<file path="config.mk">
export PLATFORM = sky130hd
export DESIGN_NAME = gate_result_reader
export DESIGN_NICKNAME = d
export VERILOG_FILES = /design/src/rtl/gate_rd_pkg.sv /design/src/rtl/gate_mux2.sv /design/src/rtl/gate_result_reader.sv
export SDC_FILE = /design/constraint.sdc
export NUM_CORES = 1
export LEC_CHECK = 0
export ABC_CLOCK_PERIOD_IN_PS = 2510
export BUFFER_PORTS_ARGS = -buffer_cell sky130_fd_sc_hd__buf_2
export CORE_UTILIZATION = 50
export CTS_BUF_LIST = sky130_fd_sc_hd__clkbuf_8
export DETAILED_ROUTE_END_ITERATION = 10
export HOLD_SLACK_MARGIN = 0.1
export PLACE_DENSITY_LB_ADDON = 0.05
export SYNTH_ARGS = -nofsm -noshare
export SYNTH_HDL_FRONTEND = slang
export SYNTH_SLANG_ARGS = --single-unit
</file>
<file path="constraint.sdc">
create_clock -name clk -period 2.51 [get_ports clk]
set_input_delay 0.3765 -clock clk [delete_from_list [all_inputs] [get_ports clk]]
set_output_delay 0.3765 -clock clk [all_outputs]
set_load 0.02 [all_outputs]
</file>
<file path="src/rtl/gate_rd_pkg.sv">
// Shared types and constants for the gate result reader.
// Entry layout is {a, b, y[5:0]} with y1 (AND) in bit 0.
package gate_rd_pkg;

    localparam int DEPTH_DEF = 4;
    localparam int RES_W     = 8;

    localparam int Y_AND  = 0;
    localparam int Y_OR   = 1;
    localparam int Y_NAND = 2;
    localparam int Y_NOR  = 3;
    localparam int Y_XOR  = 4;
    localparam int Y_XNOR = 5;

    typedef struct packed {
        logic       a;
        logic       b;
        logic [5:0] y;
    } entry_t;

endpackage

</file>
<file path="src/rtl/gate_mux2.sv">
// 2:1 multiplexer, the single primitive every gate is built from.
// y follows i1 when sel is high, else i0.
module gate_mux2 (
    input  logic i0,
    input  logic i1,
    input  logic sel,
    output logic y
);

    assign y = sel ? i1 : i0;

endmodule

</file>
<file path="src/rtl/gate_result_reader.sv">
// Evaluates six 2-input gates from mux primitives and queues
// {a, b, results} in a FIFO drained with 1-cycle read latency.
module gate_result_reader
    import gate_rd_pkg::*;
#(
    parameter int DEPTH = DEPTH_DEF
) (
    input  logic                     clk,
    input  logic                     rst_n,
    input  logic                     req_valid,
    output logic                     req_ready,
    input  logic                     req_a,
    input  logic                     req_b,
    input  logic                     rd_en,
    output logic                     rd_valid,
    output logic [RES_W-1:0]         rd_data,
    output logic [$clog2(DEPTH):0]   count,
    output logic                     empty,
    output logic                     full,
    output logic                     err_underflow
);

    localparam int PW = $clog2(DEPTH);
    localparam int CW = PW + 1;

    logic       nb;
    logic [5:0] y;
    entry_t     wr_e;

    // a selects between the b-dependent half of each truth table
    gate_mux2 u_nb (
        .i0(1'b1), .i1(1'b0), .sel(req_b), .y(nb)
    );
    gate_mux2 u_and (
        .i0(1'b0), .i1(req_b), .sel(req_a), .y(y[Y_AND])
    );
    gate_mux2 u_or (
        .i0(req_b), .i1(1'b1), .sel(req_a), .y(y[Y_OR])
    );
    gate_mux2 u_nand (
        .i0(1'b1), .i1(nb), .sel(req_a), .y(y[Y_NAND])
    );
    gate_mux2 u_nor (
        .i0(nb), .i1(1'b0), .sel(req_a), .y(y[Y_NOR])
    );
    gate_mux2 u_xor (
        .i0(req_b), .i1(nb), .sel(req_a), .y(y[Y_XOR])
    );
    gate_mux2 u_xnor (
        .i0(nb), .i1(req_b), .sel(req_a), .y(y[Y_XNOR])
    );

    assign wr_e = {req_a, req_b, y};

    entry_t          mem [DEPTH];
    entry_t          rd_q;
    logic [PW-1:0]   wr_ptr;
    logic [PW-1:0]   rd_ptr;
    logic            push;
    logic            pop;

    assign empty     = (count == '0);
    assign full      = (count == CW'(DEPTH));
    assign req_ready = !full;
    assign push      = req_valid && req_ready;
    assign pop       = rd_en && !empty;
    assign rd_data   = rd_q;

    always_ff @(posedge clk) begin
        if (push) begin
            mem[wr_ptr] <= wr_e;
        end
    end

    always_ff @(posedge clk or negedge rst_n) begin
        if (!rst_n) begin
            wr_ptr        <= '0;
            rd_ptr        <= '0;
            count         <= '0;
            rd_valid      <= 1'b0;
            rd_q          <= '0;
            err_underflow <= 1'b0;
        end else begin
            rd_valid <= pop;
            if (push) begin
                wr_ptr <= wr_ptr + PW'(1);
            end
            if (pop) begin
                rd_ptr <= rd_ptr + PW'(1);
                rd_q   <= mem[rd_ptr];
            end
            if (push && !pop) begin
                count <= count + CW'(1);
            end else if (pop && !push) begin
                count <= count - CW'(1);
            end
            if (rd_en && empty) begin
                err_underflow <= 1'b1;
            end
        end
    end

endmodule
</file>
# == Yosys cells after proc, flatten, opt, wreduce, memory -nomap -nowiden ==
# Memories as Yosys holds them, arrays and structs flattened. A register that Yosys moved wholly into a read port is not among the register bits.
# Index checks and enable logic that the tools add are counted.
# Widths: inputs -> output; s select.
# word_totals
regBits,9
inputBits,6
output_inout_bits,16
mem_count,1
ramBits,32
elab_cells,34
# mem_list
memory,depth,width,rd,rd_ports_with_merged_regs,wr,line_no,text
mem,4,8,1,1,1,gate_result_reader.sv:55,entry_t mem [DEPTH];
# classes
n_eq_ne,1
n_reduce_logical,12
addsub,4
muxes,11
# ops
operator,n
$mux 1,9
$mux 3,2
$logic_and 1x1->1,5
$logic_not 1->1,5
$add 2x1->2 const B,2
$add 3x1->3 const B,1
$eq 3x3->1 const B,1
$logic_not 3->1,1
$sub 3x1->3 const B,1
$reduce_bool 2->1,1

# == Logic depth before layout (Yosys ltp) ==
# depth
depth_word,7
ltp_mapped,11
ltp_nobuf,10

# == Cells and area by module ==
# From an unflattened synthesis, not the netlist that was laid out.
# hier_totals
cells_unflattened,125
hier_area_um2,2058.2
# modules_own_cells
module,area_each_um2,cells_per_inst,n_inst
gate_result_reader,1953.1,118,1
gate_mux2,15.0,1,7

# == Worst setup path after synthesis ==
# No wires, ideal clock.
# synth_timing
kind,register to register
from,reg count[0]
to,reg count[2]
setup_ns,0.080
slack_ns,0.295
t_arrival_ns,2.135
synth_period_minus_slack_ns,2.215
stages_incl_launch_ff,12
t_required_ns,2.430
path_buffers,1
path_cell_list,dfrtp_1 nor2_1 nand2_1 inv_2 nor2b_2 buf_6 ha_1 inv_1 fa_1 xor2_1 nor2_1 xor2_1
# synth_between
elab_chain_cells,6
# synth_rtl
element,line_no,text
start: declaration,gate_result_reader.sv:17,"output logic [$clog2(DEPTH):0] count,"
start signal: assignment,gate_result_reader.sv:93,count <= count + CW'(1);
start signal: assignment,gate_result_reader.sv:95,count <= count - CW'(1);
$eq 3x3->1 *,gate_result_reader.sv:63,assign full = (count == CW'(DEPTH));
$logic_not 1->1 *,gate_result_reader.sv:64,assign req_ready = !full;
via req_ready,gate_result_reader.sv:11,"output logic req_ready,"
$logic_and 1x1->1 *,gate_result_reader.sv:65,assign push = req_valid && req_ready;
via push,gate_result_reader.sv:59,logic push;
$logic_not 1->1,gate_result_reader.sv:94,end else if (pop && !push) begin
$logic_and 1x1->1,gate_result_reader.sv:94,
$reduce_bool 2->1 (no line),n/a,
# The timed path passes the listed nets; every way through them passes the cells marked *. The select of a mux whose other input is x is not followed.
# A chain may end at the register's enable or synchronous reset.

# == Final worst setup path ==
# layout_timing
from,reg count[0]
to,reg count[2]
# layout_between
elab_chain_cells,6
# layout_rtl
element
branches (longest 6 deep; another with $sub 3x1->3)
# Parallel ways; which one is timed is not known. The select of a mux whose other input is x is not followed.

==> qor.yml <==
crit_required_ns: 2.74
synth_top_family_by_area: "multiplexers"
die-area_mm2: 0.00426
cp.arrival_ns: 2.38
ys.flop_type: "edfxtp_1"
first_pass_iters: 4
synth_seq_area_share_pct: 69.3
fin_hold_ws_ns: 0.320
wl_per_cell_um: 15.6
h-tree-depth: 2
setup.worst_path.start_class: "flip-flop"
cts_sinks: 49
fin_crit_ns: 2.15
post-route-period-util_pct: 85.5
rows: 22
clk_path_buf_depth: 2
synthXorXnorAreaFrac_pct: 2.62
grt_pass1_wl_mm: 5.26
yosysMostFrequentCell: "edfxtp_1"
antenna_found_initial: 0
synth_edf_count: 32
yosys.area_share.simple_pct: 7.19
crit_family: "adder cells"
ys_ff_latch: 49
crit_path_max_fanout: 7
yosysTopAreaCell: "edfxtp_1"
ys_async_sr_fraction_pct: 34.7
port_buffers: 21
start_util_pct: 53.5
crit_type: "reg -> reg"
viasPerCell: 5.04
detail-route-antenna-nets: 0
drt_iter0_markers: 33
synth_common_cells: "edfxtp_1 (32), nand2_1 (26), dfrtp_1 (17)"
end_kind: "flip-flop"
dpl.hpwl_mm: 2.20
wl_mm: 3.11
synth_nets: 139
die_w_um: 65.3
core_mm2: 0.00374
cts_hold_buf: 1
cts_tree: "built"
rsz0062_at_grt: "false"
syn_to_final_growth_pct: 14.2
cts_buffers: 5
peakVddDrop_v: 0.000595
worst_pin_slew_ns: 0.597
grt_max_degree: 18
yosys.area_share.adder_pct: 6.00
cpPeakStageDelay_ns: 0.49
cap_violations: 0
cp_slowest_cell: "dfrtp_1"
synth_cells: 124
yosysWarnings: 0
vias: 1003
cts_resized: 0
skew_ns: 0.0129
hp-class: "in -> reg"
grt.total_usage_pct: 17.9
maxSlewHeadroom_pct: 60.2
overflow: 0
io_pins: 22
drc: 0
clk_latency_ns: 0.31
synth_compound_area_share_pct: 1.00
status: "completed"
fin_nets: 165
n_fill_cell: 297
grt_pass1_vias: 1051
finalHoldViolCount: 0
worstPathCellList: "nor2_1 > nand2_1 > inv_2 > nor2b_2 > ha_1 > inv_1 > fa_1 > xor2_1 > nor2_1 > xor2_1"
dieHeight_um: 65.3
path_buf_inv: 2
post_cts_buffers: 0
ctsRootBufferMaster: "clkbuf_8"
n_antenna_cell: 0
gp_congestion: 0.722
drive_above_1_share_pct: 29.1
slew_violations: 0
synth_area_mm2: 0.00200
synth_area_per_cell_um2: 16.1
netlist.area_leader.share_pct: 48.0
cellLeakagePower_nw: 0.953
fin_setup_tns_ns: 0
yosysUniqueCellTypes: 21
finalSetupViolations: 0
power_density_mw_per_mm2: 1250
synth.area.top_cells: "edfxtp_1 (48%), dfrtp_1 (21%), mux4_2 (9.0%)"
fmax_mhz: 466
synthMuxAreaShare_pct: 10.3
path_clk_slew_ns: 0.09
[layout by cell type, fill, tap and decap left out]
master / instances
nor3_1: 1
dlygate4sd3_1: 1
nand2_1: 26
mux2_2: 1
xor2_1: 2
xnor2_1: 4
o31ai_2: 1
bufinv_16: 2
clkbuf_8: 5
buf_2: 21
a21o_1: 1
dfrtp_1: 17
fa_1: 1
inv_2: 2
buf_4: 1
mux2_4: 1
ha_1: 8
nor2_1: 2
nor2b_2: 1
inv_1: 8
and2_1: 4
mux4_2: 8
inv_6: 1
edfxtp_1: 32
[cell families (layout without fill, tap and decap cells)]
group,Yosys count,in the layout
buffers and inverters,14,41
adders and majority gates,9,9
AOI/OAI and AO/OA,2,2
xor gates and xnor gates,6,6
and+or+nand+nor,34,34
DFF,49,49
muxes,10,10
[per-stage QoR]
stage / instances / util, % / power, W / instance area [um2] / worst slack [ns]
final: 199 / 61.1 / 0.00285 / 2290 / 0.363
after CTS: 199 / 61.1 / 0.00289 / 2290 / 0.355
after floorplan: 124 / - / 0.00196 / 2000 / 0.295
after detailed placement: 190 / 57.2 / 0.00222 / 2140 / 0.378
after global placement: 190 / 57.2 / 0.00217 / 2140 / 0.519
after global routing: 199 / 61.1 / 0.00303 / 2290 / 0.148
[where the power goes]
group,leakage [nW],total (W),internal (W),switching [W]
logic,0.391,0.000883,0.000397,0.000486
clock network,0.0687,0.000664,0.000401,0.000263
registers,0.493,0.00131,0.00111,0.000193
[path summary, 6_finish.rpt]
check                         startpoint             to  slack [ns]  cells after the start
max                             count[0]       count[2]        0.36                     10
min                                rd_en  err_underflow        0.32                      2
max reg2reg                     count[0]       count[2]        0.36                     10
min reg2reg                err_underflow  err_underflow        0.46                      1
max in group asynchronous          rst_n      wr_ptr[0]        1.71                      2
min in group asynchronous          rst_n     rd_data[4]        0.51                      2
[metal layers]
layer | track usage [%] | routed length [um]
met5 | 0 | 0
met4 | 8.97 | 70
met1 | 22.7 | 1410
met3 | 4.17 | 106
met2 | 29.0 | 1530
[layout make-up]
| cell class | count | area (um2) | area share (%) |
|---|---|---|---|
| Sequential cell | 49 | 1390 | 60.6 |
| Tap cell | 48 | 60.1 | 2.63 |
| Clock buffer | 5 | 68.8 | 3.01 |
| Inverter | 10 | 37.5 | 1.64 |
| Timing Repair Buffer | 23 | 123 | 5.36 |
| Multi-Input combinational cell | 61 | 543 | 23.7 |
| Clock inverter | 3 | 68.8 | 3.01 |
[registers in the layout, indices dropped and copies added (netlist names)]
name           flops
err_underflow      1
wr_ptr             2
rd_valid           1
rd_ptr             2
mem               32
count              3
rd_data            8
(Power assumes the default switching activity.)
